--- config.mk ---
export PLATFORM = sky130hd
export DESIGN_NAME = mux_bus_arbiter_flat
export DESIGN_NICKNAME = d
export VERILOG_FILES = /design/src/rtl/arb_pkg.sv /design/src/rtl/mux_bus_arbiter_if.sv /design/src/rtl/mux_2_1.sv /design/src/rtl/mux_bus_arbiter.sv /design/src/flat_wrapper.sv
export SDC_FILE = /design/constraint.sdc
export NUM_CORES = 1
export LEC_CHECK = 0
export ABC_AREA = 1
export BUFFER_PORTS_ARGS = -buffer_cell sky130_fd_sc_hd__buf_2
export CAP_MARGIN = 10
export CORE_ASPECT_RATIO = 0.7
export CORE_UTILIZATION = 30
export DETAILED_ROUTE_END_ITERATION = 10
export GPL_TIMING_DRIVEN = 0
export PLACE_DENSITY = 0.53
export SLEW_MARGIN = 20
export SYNTH_ARGS = -nofsm -noshare
export SYNTH_HDL_FRONTEND = slang
export SYNTH_SLANG_ARGS = --single-unit
export TNS_END_PERCENT = 5
--- constraint.sdc ---
create_clock -name clk -period 2.7 [get_ports clk]
set_input_delay 0.54 -clock clk [delete_from_list [all_inputs] [get_ports clk]]
set_output_delay 0.54 -clock clk [all_outputs]
set_load 0.02 [all_outputs]
--- src/rtl/arb_pkg.sv ---
// Shared definitions for the two-requester bus arbiter: state encoding,
// default word width and the width helper for the burst beat counter.
package arb_pkg;

  localparam int DATA_W_DEF = 32;

  typedef enum logic [1:0] {
    IDLE   = 2'd0,
    GRANT0 = 2'd1,
    GRANT1 = 2'd2
  } state_t;

  // Ceiling log2; returns 0 for n <= 1.
  function automatic int clog2(input int n);
    int w;
    w = 0;
    for (int i = 0; i < 31; i++) begin
      if ((1 << i) < n) w = i + 1;
    end
    return w;
  endfunction

  // Width of a counter holding 0..max_burst-1, never narrower than one bit.
  function automatic int cnt_w(input int max_burst);
    return (clog2(max_burst) < 1) ? 1 : clog2(max_burst);
  endfunction

endpackage

--- src/rtl/mux_bus_arbiter_if.sv ---
// Bundle of requester, select/grant and output-stage signals for the arbiter.
//
// Handshake: a beat moves across a channel on a rising clock edge where both
// valid and ready are high. ready is never derived from the same channel's
// valid; the producer holds valid, data and last stable until it sees ready.
interface mux_bus_arbiter_if
  import arb_pkg::*;
#(
  parameter int DATA_W = DATA_W_DEF
);

  logic              req0_valid;
  logic [DATA_W-1:0] req0_data;
  logic              req0_last;
  logic              req0_ready;
  logic              req1_valid;
  logic [DATA_W-1:0] req1_data;
  logic              req1_last;
  logic              req1_ready;
  logic              select;
  logic [1:0]        grant_id;
  logic              out_valid;
  logic [DATA_W-1:0] out_data;
  logic              out_ready;

  // Producers and the downstream consumer.
  modport master (
    output req0_valid, req0_data, req0_last,
    output req1_valid, req1_data, req1_last,
    output out_ready,
    input  req0_ready, req1_ready, select, grant_id, out_valid, out_data
  );

  // The arbiter itself.
  modport slave (
    input  req0_valid, req0_data, req0_last,
    input  req1_valid, req1_data, req1_last,
    input  out_ready,
    output req0_ready, req1_ready, select, grant_id, out_valid, out_data
  );

endinterface

--- src/rtl/mux_2_1.sv ---
// Plain 2:1 datapath mux shared by the two producers.
module mux_2_1 #(
  parameter int WIDTH = 32
) (
  input  logic             select,
  input  logic [WIDTH-1:0] input0,
  input  logic [WIDTH-1:0] input1,
  output logic [WIDTH-1:0] out
);

  // select = 0 passes input0, select = 1 passes input1.
  assign out = select ? input1 : input0;

endmodule

--- src/rtl/mux_bus_arbiter.sv ---
// Round-robin arbiter/sequencer for two bursting requesters sharing one 2:1
// mux, with a single registered valid/ready output stage. Grants are held for
// a whole burst (up to MAX_BURST beats) and handed over without a bubble.
module mux_bus_arbiter
  import arb_pkg::*;
#(
  parameter int DATA_W    = DATA_W_DEF,
  parameter int MAX_BURST = 4
) (
  input  logic       clk,
  input  logic       rst_n,
  mux_bus_arbiter_if.slave bus,
  output state_t     dbg_state
);

  localparam int               CNT_W     = cnt_w(MAX_BURST);
  localparam logic [CNT_W-1:0] LAST_BEAT = CNT_W'(MAX_BURST - 1);

  state_t            state;
  state_t            state_nxt;
  logic              rr_ptr;
  logic [CNT_W-1:0]  beat_cnt;
  logic              sel_q;
  logic              out_valid_q;
  logic [DATA_W-1:0] out_data_q;
  logic [DATA_W-1:0] mux_out;

  logic              drain_ok;
  logic              ready0;
  logic              ready1;
  logic              accept;
  logic              release_burst;

  // The select register steers the shared mux; it is updated together with the
  // state so the datapath already points at the new owner on the grant edge.
  mux_2_1 #(
    .WIDTH (DATA_W)
  ) u_mux (
    .select (sel_q),
    .input0 (bus.req0_data),
    .input1 (bus.req1_data),
    .out    (mux_out)
  );

  // Next-state, ready and release decode. Ready depends only on the output
  // stage, so the granted producer can stream one beat per cycle.
  always_comb begin
    state_nxt     = state;
    ready0        = 1'b0;
    ready1        = 1'b0;
    accept        = 1'b0;
    release_burst = 1'b0;
    drain_ok      = !out_valid_q || bus.out_ready;
    case (state)
      IDLE: begin
        if (bus.req0_valid && bus.req1_valid) begin
          state_nxt = rr_ptr ? GRANT1 : GRANT0;
        end else if (bus.req0_valid) begin
          state_nxt = GRANT0;
        end else if (bus.req1_valid) begin
          state_nxt = GRANT1;
        end
      end
      GRANT0: begin
        ready0 = drain_ok;
        accept = bus.req0_valid && drain_ok;
        if (accept && (bus.req0_last || beat_cnt == LAST_BEAT)) begin
          release_burst = 1'b1;
          state_nxt     = bus.req1_valid ? GRANT1 : IDLE;
        end
      end
      GRANT1: begin
        ready1 = drain_ok;
        accept = bus.req1_valid && drain_ok;
        if (accept && (bus.req1_last || beat_cnt == LAST_BEAT)) begin
          release_burst = 1'b1;
          state_nxt     = bus.req0_valid ? GRANT0 : IDLE;
        end
      end
      default: state_nxt = IDLE;
    endcase
  end

  // State, round-robin pointer, beat counter and mux select registers.
  always_ff @(posedge clk or negedge rst_n) begin
    if (!rst_n) begin
      state    <= IDLE;
      rr_ptr   <= 1'b0;
      beat_cnt <= '0;
      sel_q    <= 1'b0;
    end else begin
      state <= state_nxt;
      if (state_nxt == GRANT0) begin
        sel_q <= 1'b0;
      end else if (state_nxt == GRANT1) begin
        sel_q <= 1'b1;
      end
      if (release_burst) begin
        rr_ptr   <= (state == GRANT0);
        beat_cnt <= '0;
      end else if (accept) begin
        beat_cnt <= beat_cnt + 1'b1;
      end
    end
  end

  // Output stage: load on accept, otherwise empty once the consumer takes it.
  always_ff @(posedge clk or negedge rst_n) begin
    if (!rst_n) begin
      out_valid_q <= 1'b0;
      out_data_q  <= '0;
    end else if (accept) begin
      out_valid_q <= 1'b1;
      out_data_q  <= mux_out;
    end else if (bus.out_ready) begin
      out_valid_q <= 1'b0;
    end
  end

  assign bus.req0_ready = ready0;
  assign bus.req1_ready = ready1;
  assign bus.select     = sel_q;
  assign bus.grant_id   = {state == GRANT1, state == GRANT0};
  assign bus.out_valid  = out_valid_q;
  assign bus.out_data   = out_data_q;
  assign dbg_state      = state;

endmodule

--- src/flat_wrapper.sv ---
// flat-port wrapper written by rule: the top's interface ports become plain ports
module mux_bus_arbiter_flat import arb_pkg::*;
#(
  parameter int DATA_W    = DATA_W_DEF,
  parameter int MAX_BURST = 4
)
  (clk, rst_n, dbg_state, bus_req0_valid, bus_req0_data, bus_req0_last, bus_req1_valid, bus_req1_data, bus_req1_last, bus_out_ready, bus_req0_ready, bus_req1_ready, bus_select, bus_grant_id, bus_out_valid, bus_out_data);
  mux_bus_arbiter_if #(.DATA_W(DATA_W)) bus_i ();
  input  logic clk;
  input  logic rst_n;
  output state_t dbg_state;
  input wire logic [$bits(bus_i.req0_valid)-1:0] bus_req0_valid;
  input wire logic [$bits(bus_i.req0_data)-1:0] bus_req0_data;
  input wire logic [$bits(bus_i.req0_last)-1:0] bus_req0_last;
  input wire logic [$bits(bus_i.req1_valid)-1:0] bus_req1_valid;
  input wire logic [$bits(bus_i.req1_data)-1:0] bus_req1_data;
  input wire logic [$bits(bus_i.req1_last)-1:0] bus_req1_last;
  input wire logic [$bits(bus_i.out_ready)-1:0] bus_out_ready;
  output wire logic [$bits(bus_i.req0_ready)-1:0] bus_req0_ready;
  output wire logic [$bits(bus_i.req1_ready)-1:0] bus_req1_ready;
  output wire logic [$bits(bus_i.select)-1:0] bus_select;
  output wire logic [$bits(bus_i.grant_id)-1:0] bus_grant_id;
  output wire logic [$bits(bus_i.out_valid)-1:0] bus_out_valid;
  output wire logic [$bits(bus_i.out_data)-1:0] bus_out_data;
  assign bus_i.req0_valid = bus_req0_valid;
  assign bus_i.req0_data = bus_req0_data;
  assign bus_i.req0_last = bus_req0_last;
  assign bus_i.req1_valid = bus_req1_valid;
  assign bus_i.req1_data = bus_req1_data;
  assign bus_i.req1_last = bus_req1_last;
  assign bus_i.out_ready = bus_out_ready;
  assign bus_req0_ready = bus_i.req0_ready;
  assign bus_req1_ready = bus_i.req1_ready;
  assign bus_select = bus_i.select;
  assign bus_grant_id = bus_i.grant_id;
  assign bus_out_valid = bus_i.out_valid;
  assign bus_out_data = bus_i.out_data;
  mux_bus_arbiter #(.DATA_W(DATA_W), .MAX_BURST(MAX_BURST)) u_core (.clk(clk), .rst_n(rst_n), .bus(bus_i), .dbg_state(dbg_state));
endmodule
[Word level (Yosys, flattened, before mapping)]
Index checks and enable logic that the tools add are counted.
Word-level totals
  flip-flop bits (word level): 39
  output and inout bits: 40
Cells by class
  $add $sub $neg: 1
  equality and inequality tests: 5
  muxes and demuxes: 22
  reduce and logical (&&, ||, !) cells: 13
Operators by type and width (number)
  two-way mux 32 bit: 1
  two-way mux 2 bit: 9
  two-way mux 1 bit: 9
  equality test 2 bit, second input constant: 3
  one-hot mux 2 bit (3 select lines): 1
  nonzero test 2 bit: 3
  logical AND 1 bit: 5
  equality test 2 x 1 -> 1 bit, second input constant: 2
  one-hot mux 1 bit (2 select lines): 2
  logical OR 1 bit: 3
  adder 2 x 1 -> 2 bit, second input constant: 1
  zero test 2 bit: 1
  zero test 1 bit: 1

[Depth between registers and ports, before layout]
  depth after elaboration: 9
  gate-level depth with buffers: 12

[Hierarchy]
From an unflattened synthesis, not the netlist that was laid out.
Second synthesis, totals
  cell total of the unflattened synthesis: 316
  area total of the unflattened synthesis: 2301.0 um^2
By module, submodules not included
  mux_bus_arbiter: times used 1, cells an instance 212, area each 1809.2 um^2, seq. area each 975.9 um^2
  mux_2_1: times used 1, cells an instance 104, area each 491.7 um^2, seq. area each 0.0 um^2

[Worst setup path before layout]
Ideal clock, no wire load.
  kind: flip-flop to output port
  start: register u_core.state[0] (netlist: u_core.dbg_state[0])
  end: output port bus_req1_ready
  arrival: 1.347 ns
  setup slack: 0.813 ns
  cell stages (with the launch flop): 5
  path through: dfrtp_1 -> inv_1 -> ha_1 -> inv_1 -> nor2_1
On the way
  word-level cells in the longest chain between the ends: 2
RTL lines
  from (decl): RTL line mux_bus_arbiter.sv:19  | state_t state;
  from (signal assigned): RTL line mux_bus_arbiter.sv:92  | state <= state_nxt;
  equality test 2 bit
  via bus_grant_id[1]: RTL line flat_wrapper.sv:22  | output wire logic [$bits(bus_i.grant_id)-1:0] bus_grant_id;
  two-way mux 1 bit: RTL line mux_bus_arbiter.sv:54  | case (state)
  to (decl): RTL line flat_wrapper.sv:20  | output wire logic [$bits(bus_i.req1_ready)-1:0] bus_req1_ready;
The timed path passes the listed nets, and every way through them passes these cells.

[Final worst setup path]
  start: register u_core.state[0] (netlist: u_core.dbg_state[0])
  end: output port bus_req1_ready
On the way
  word-level cells in the longest chain between the ends: 2
RTL lines (RTL line)
  equality test 2 bit: mux_bus_arbiter.sv:54
  two-way mux 1 bit: mux_bus_arbiter.sv:54
Every way passes these cells.

==> metrics.md <==
| Metric | Value |
|---|---|
| Grt ovf | `0` |
| Post-cts hold buffer count | `0` |
| Combinational Power Share | `0.562` |
| Worst path max stage delay | `0.45 ns` |
| Critical register-to-register path startpoint | `u_core.dbg_state[1]$_DFF_PN0_` |
| Final setup violation count | `0` |
| Buffer type at the clock tree root | `sky130_fd_sc_hd__clkbuf_8` |
| Number of buffers added by the clock tree synthesis step | `5` |
| Clock transition at the register clock pins on the worst setup and hold paths after CTS | `0.08 ns` |
| Core region area | `6850 um2` |
| Internal power | `1.75 mW` |
| Post-synthesis sequential element count | `39` |
| End of the worst register-to-register path | `u_core.bus.select$_DFFE_PN0P_` |
| Wire length of the first global-routing pass | `8680 um` |
| Run status | `finished, final reports clean` |
| Crit path DAT | `1.48 ns` |
| Startpoint class of the critical path | `flip-flop` |
| Post-Route Setup TNS | `0 ns` |
| Global placement routability congestion | `0.759` |
| Commonest cells after routing, fill and taps aside | `sky130_fd_sc_hd__nand2_1 (117), sky130_fd_sc_hd__buf_2 (114), sky130_fd_sc_hd__dfrtp_1 (39), sky130_fd_sc_hd__mux2_2 (24), sky130_fd_sc_hd__inv_1 (15)` |
| Fraction of power spent switching nets | `0.448` |
| Distinct cell type count after synthesis | `18` |
| Clock Sink Count | `39` |
| Clk_lat worst skew | `0.29 ns` |
| Post-synthesis sequential area ratio | `0.453` |
| Worst hold-check slack | `0.366 ns` |
| Post-synthesis instance area | `2160 um2` |
| Util after Layout | `0.424` |
| Die Outline Area | `7530 um2` |
| Fraction of layout instances using a drive strength above 1 | `0.422` |
| Antenna-violating nets left | `0` |
| Fin Clk Skew | `0.00743 ns` |
| Critical-path cell list | `inv_1 -> ha_1 -> inv_1 -> nor2_1 -> buf_2` |
| Number of remaining DRC errors | `0` |
| Crit end category | `output pin` |
| RSZ-0062 raised after global routing | `false` |
| Count of port buffers added during placement | `110` |
| Count of final max-slew check failures | `0` |
| Maximum number of pins on one net before global-route repair | `40` |
| Site row count | `25` |
| DRT iter0 DRCs | `38` |
| Net count after synthesis | `326` |
| Number of buffers added for setup after CTS | `0` |
| Final hold viol count | `0` |
| Overall power | `3.17 mW` |
| Sequential share of power | `0.318` |
| Quantity of gates resized following cts | `0` |
| Share of total power in the clock network | `0.120` |
| Mapped Avg Cell Area | `8.66 um2` |
| Height of the die | `72.9 um` |
| Horizontal die dimension | `103 um` |
| Switching power of the nets | `1.42 mW` |
| Total of warnings raised by yosys | `0` |
| Area overhead of the layout relative to synthesis | `34.8%` |
| Critical setup path kind | `reg2out` |
| First-pass iteration count of the detailed router | `4` |
| Initial standard-cell utilization of the core | `0.315` |
| Critical path fanouts, max | `7` |
| Max cap viols | `0` |
| Worst voltage drop across the vdd grid | `348 uV` |
| Final net count | `443` |
| Worst path required time | `2.16 ns` |
| Maximum clock frequency | `496 MHz` |
| Max-slew headroom at the worst pin | `0.406` |
| IO Pins | `111` |
| HPWL after detailed placement | `3830 um` |
| Number of standard cells after synthesis | `249` |
| Setup slack of the most critical reg-to-reg path | `0.91 ns` |
| CP most frequent cell | `sky130_fd_sc_hd__inv_1` |
| # diodes | `0` |
| DR vias/cell | `4.17` |
| Leakage power of the design | `1.71 nW` |
| Leading cell type in the layout, fill and taps excluded | `sky130_fd_sc_hd__nand2_1` |
| Routed wire length | `5220 um` |
| CTS tree | `yes` |
| Final min period | `2.02 ns` |
| Number of global-route vias before repair | `1871` |
| Worst-margin pin slew | `0.891 ns` |
| WL/cell | `11.3 um` |
| Routed via count | `1921` |
| Largest buffer count on any clock path | `2` |
| CP max stage cell | `sky130_fd_sc_hd__dfrtp_1` |
| H-tree levels | `2` |
| Final period utilization | `0.746` |
| Depth of the most critical reg-to-reg path | `10` |
| Global router's overall resource usage | `0.154` |
| Cell area power density | `1090 nW/um2` |
| Antenna violations before repair | `0` |
| Hold crit path type | `in2async` |
[power groups by stage]
stage	combinational, mW	clock, mW	sequential [mW]
finish	1.78	0.382	1.01
global route	1.99	0.424	1.05
CTS	1.81	0.400	1.01
detailed placement	1.81	0	1.01
global placement	1.80	0	1.02
floorplan	0.963	0	1.31
[Yosys cell counts (all sizes together)]
master | count | area, um2
dfrtp | 39 | 976
nand2 | 120 | 468
buf | 10 | 87.6
nor2 | 10 | 37.5
ha | 6 | 75.1
a21boi | 1 | 7.51
o21ai | 3 | 15.0
nand3 | 9 | 50.1
mux2 | 32 | 360
inv | 16 | 62.6
nand4 | 1 | 6.26
a21oi | 2 | 10.0
[final cells by class]
class,count,area (um2)
plain buffers,10,87.6
clock buffers,7,76.3
clock inverters,1,5.00
fillers,712,3950
inverters,16,62.6
multi-input cells,184,1030
flip-flops and latches,39,976
well taps,94,118
repair buffers,110,551
[cell families (layout without fill, tap and decap cells)]
group / after synthesis / after routing / synth area share
AO/OA/AOI/OAI: 6 / 6 / 0.0151
adder cells (fa/ha/maj): 6 / 6 / 0.0348
buffers and inverters: 26 / 144 / 0.0696
flip-flops: 39 / 39 / 0.453
multiplexers: 32 / 32 / 0.167
AND/OR/NAND/NOR: 140 / 140 / 0.261
[metrics by stage]
| step | cell area [um2] | setup slack [ns] | std cells |
|---|---|---|---|
| 6_report | 2910 | 0.685 | 461 |
| 5_1_grt | 2910 | 0.534 | 461 |
| 4_1_cts | 2910 | 0.660 | 461 |
| 3_5_place_dp | 2820 | 0.827 | 453 |
| 3_3_place_gp | 2820 | 0.825 | 453 |
| 2_1_floorplan | 2160 | 0.813 | 249 |
[worst max-delay path, delay by kind of cell, from the launching register on]
kind	cells	cell delay, ns
adders and majority gates	1	0.30
buffers and inverters	3	0.35
DFF	1	0.45
and+or+nand+nor	1	0.09
[flip-flops by register name, indices dropped and copies added (netlist names)]
| signal | cells |
|---|---|
| u_core.bus.out_valid | 1 |
| u_core.dbg_state | 2 |
| u_core.bus.out_data | 32 |
| u_core.rr_ptr | 1 |
| u_core.beat_cnt | 2 |
| u_core.bus.select | 1 |
[metal layers]
| layer | share of wire | wire length [um] | GRT usage |
|---|---|---|---|
| met1 | 0.52 | 2720 | 0.216 |
| met2 | 0.40 | 2100 | 0.226 |
| met5 | 0 | 0 | 0 |
| met4 | 0.0063 | 33 | 0.0516 |
| met3 | 0.069 | 361 | 0.0479 |
[worst max path at each step]
stage / from / end / cells after the start
global placement: bus_out_ready / u_core.bus.select$_DFFE_PN0P_ / 12
detailed placement: bus_out_ready / u_core.bus.select$_DFFE_PN0P_ / 12
global route: u_core.dbg_state[0]$_DFF_PN0_ / bus_req1_ready / 5
finish: u_core.dbg_state[0]$_DFF_PN0_ / bus_req1_ready / 5
CTS: u_core.dbg_state[0]$_DFF_PN0_ / bus_req1_ready / 5
floorplan: u_core.dbg_state[0]$_DFF_PN0_ / bus_req1_ready / 4
(Power assumes the default switching activity.)
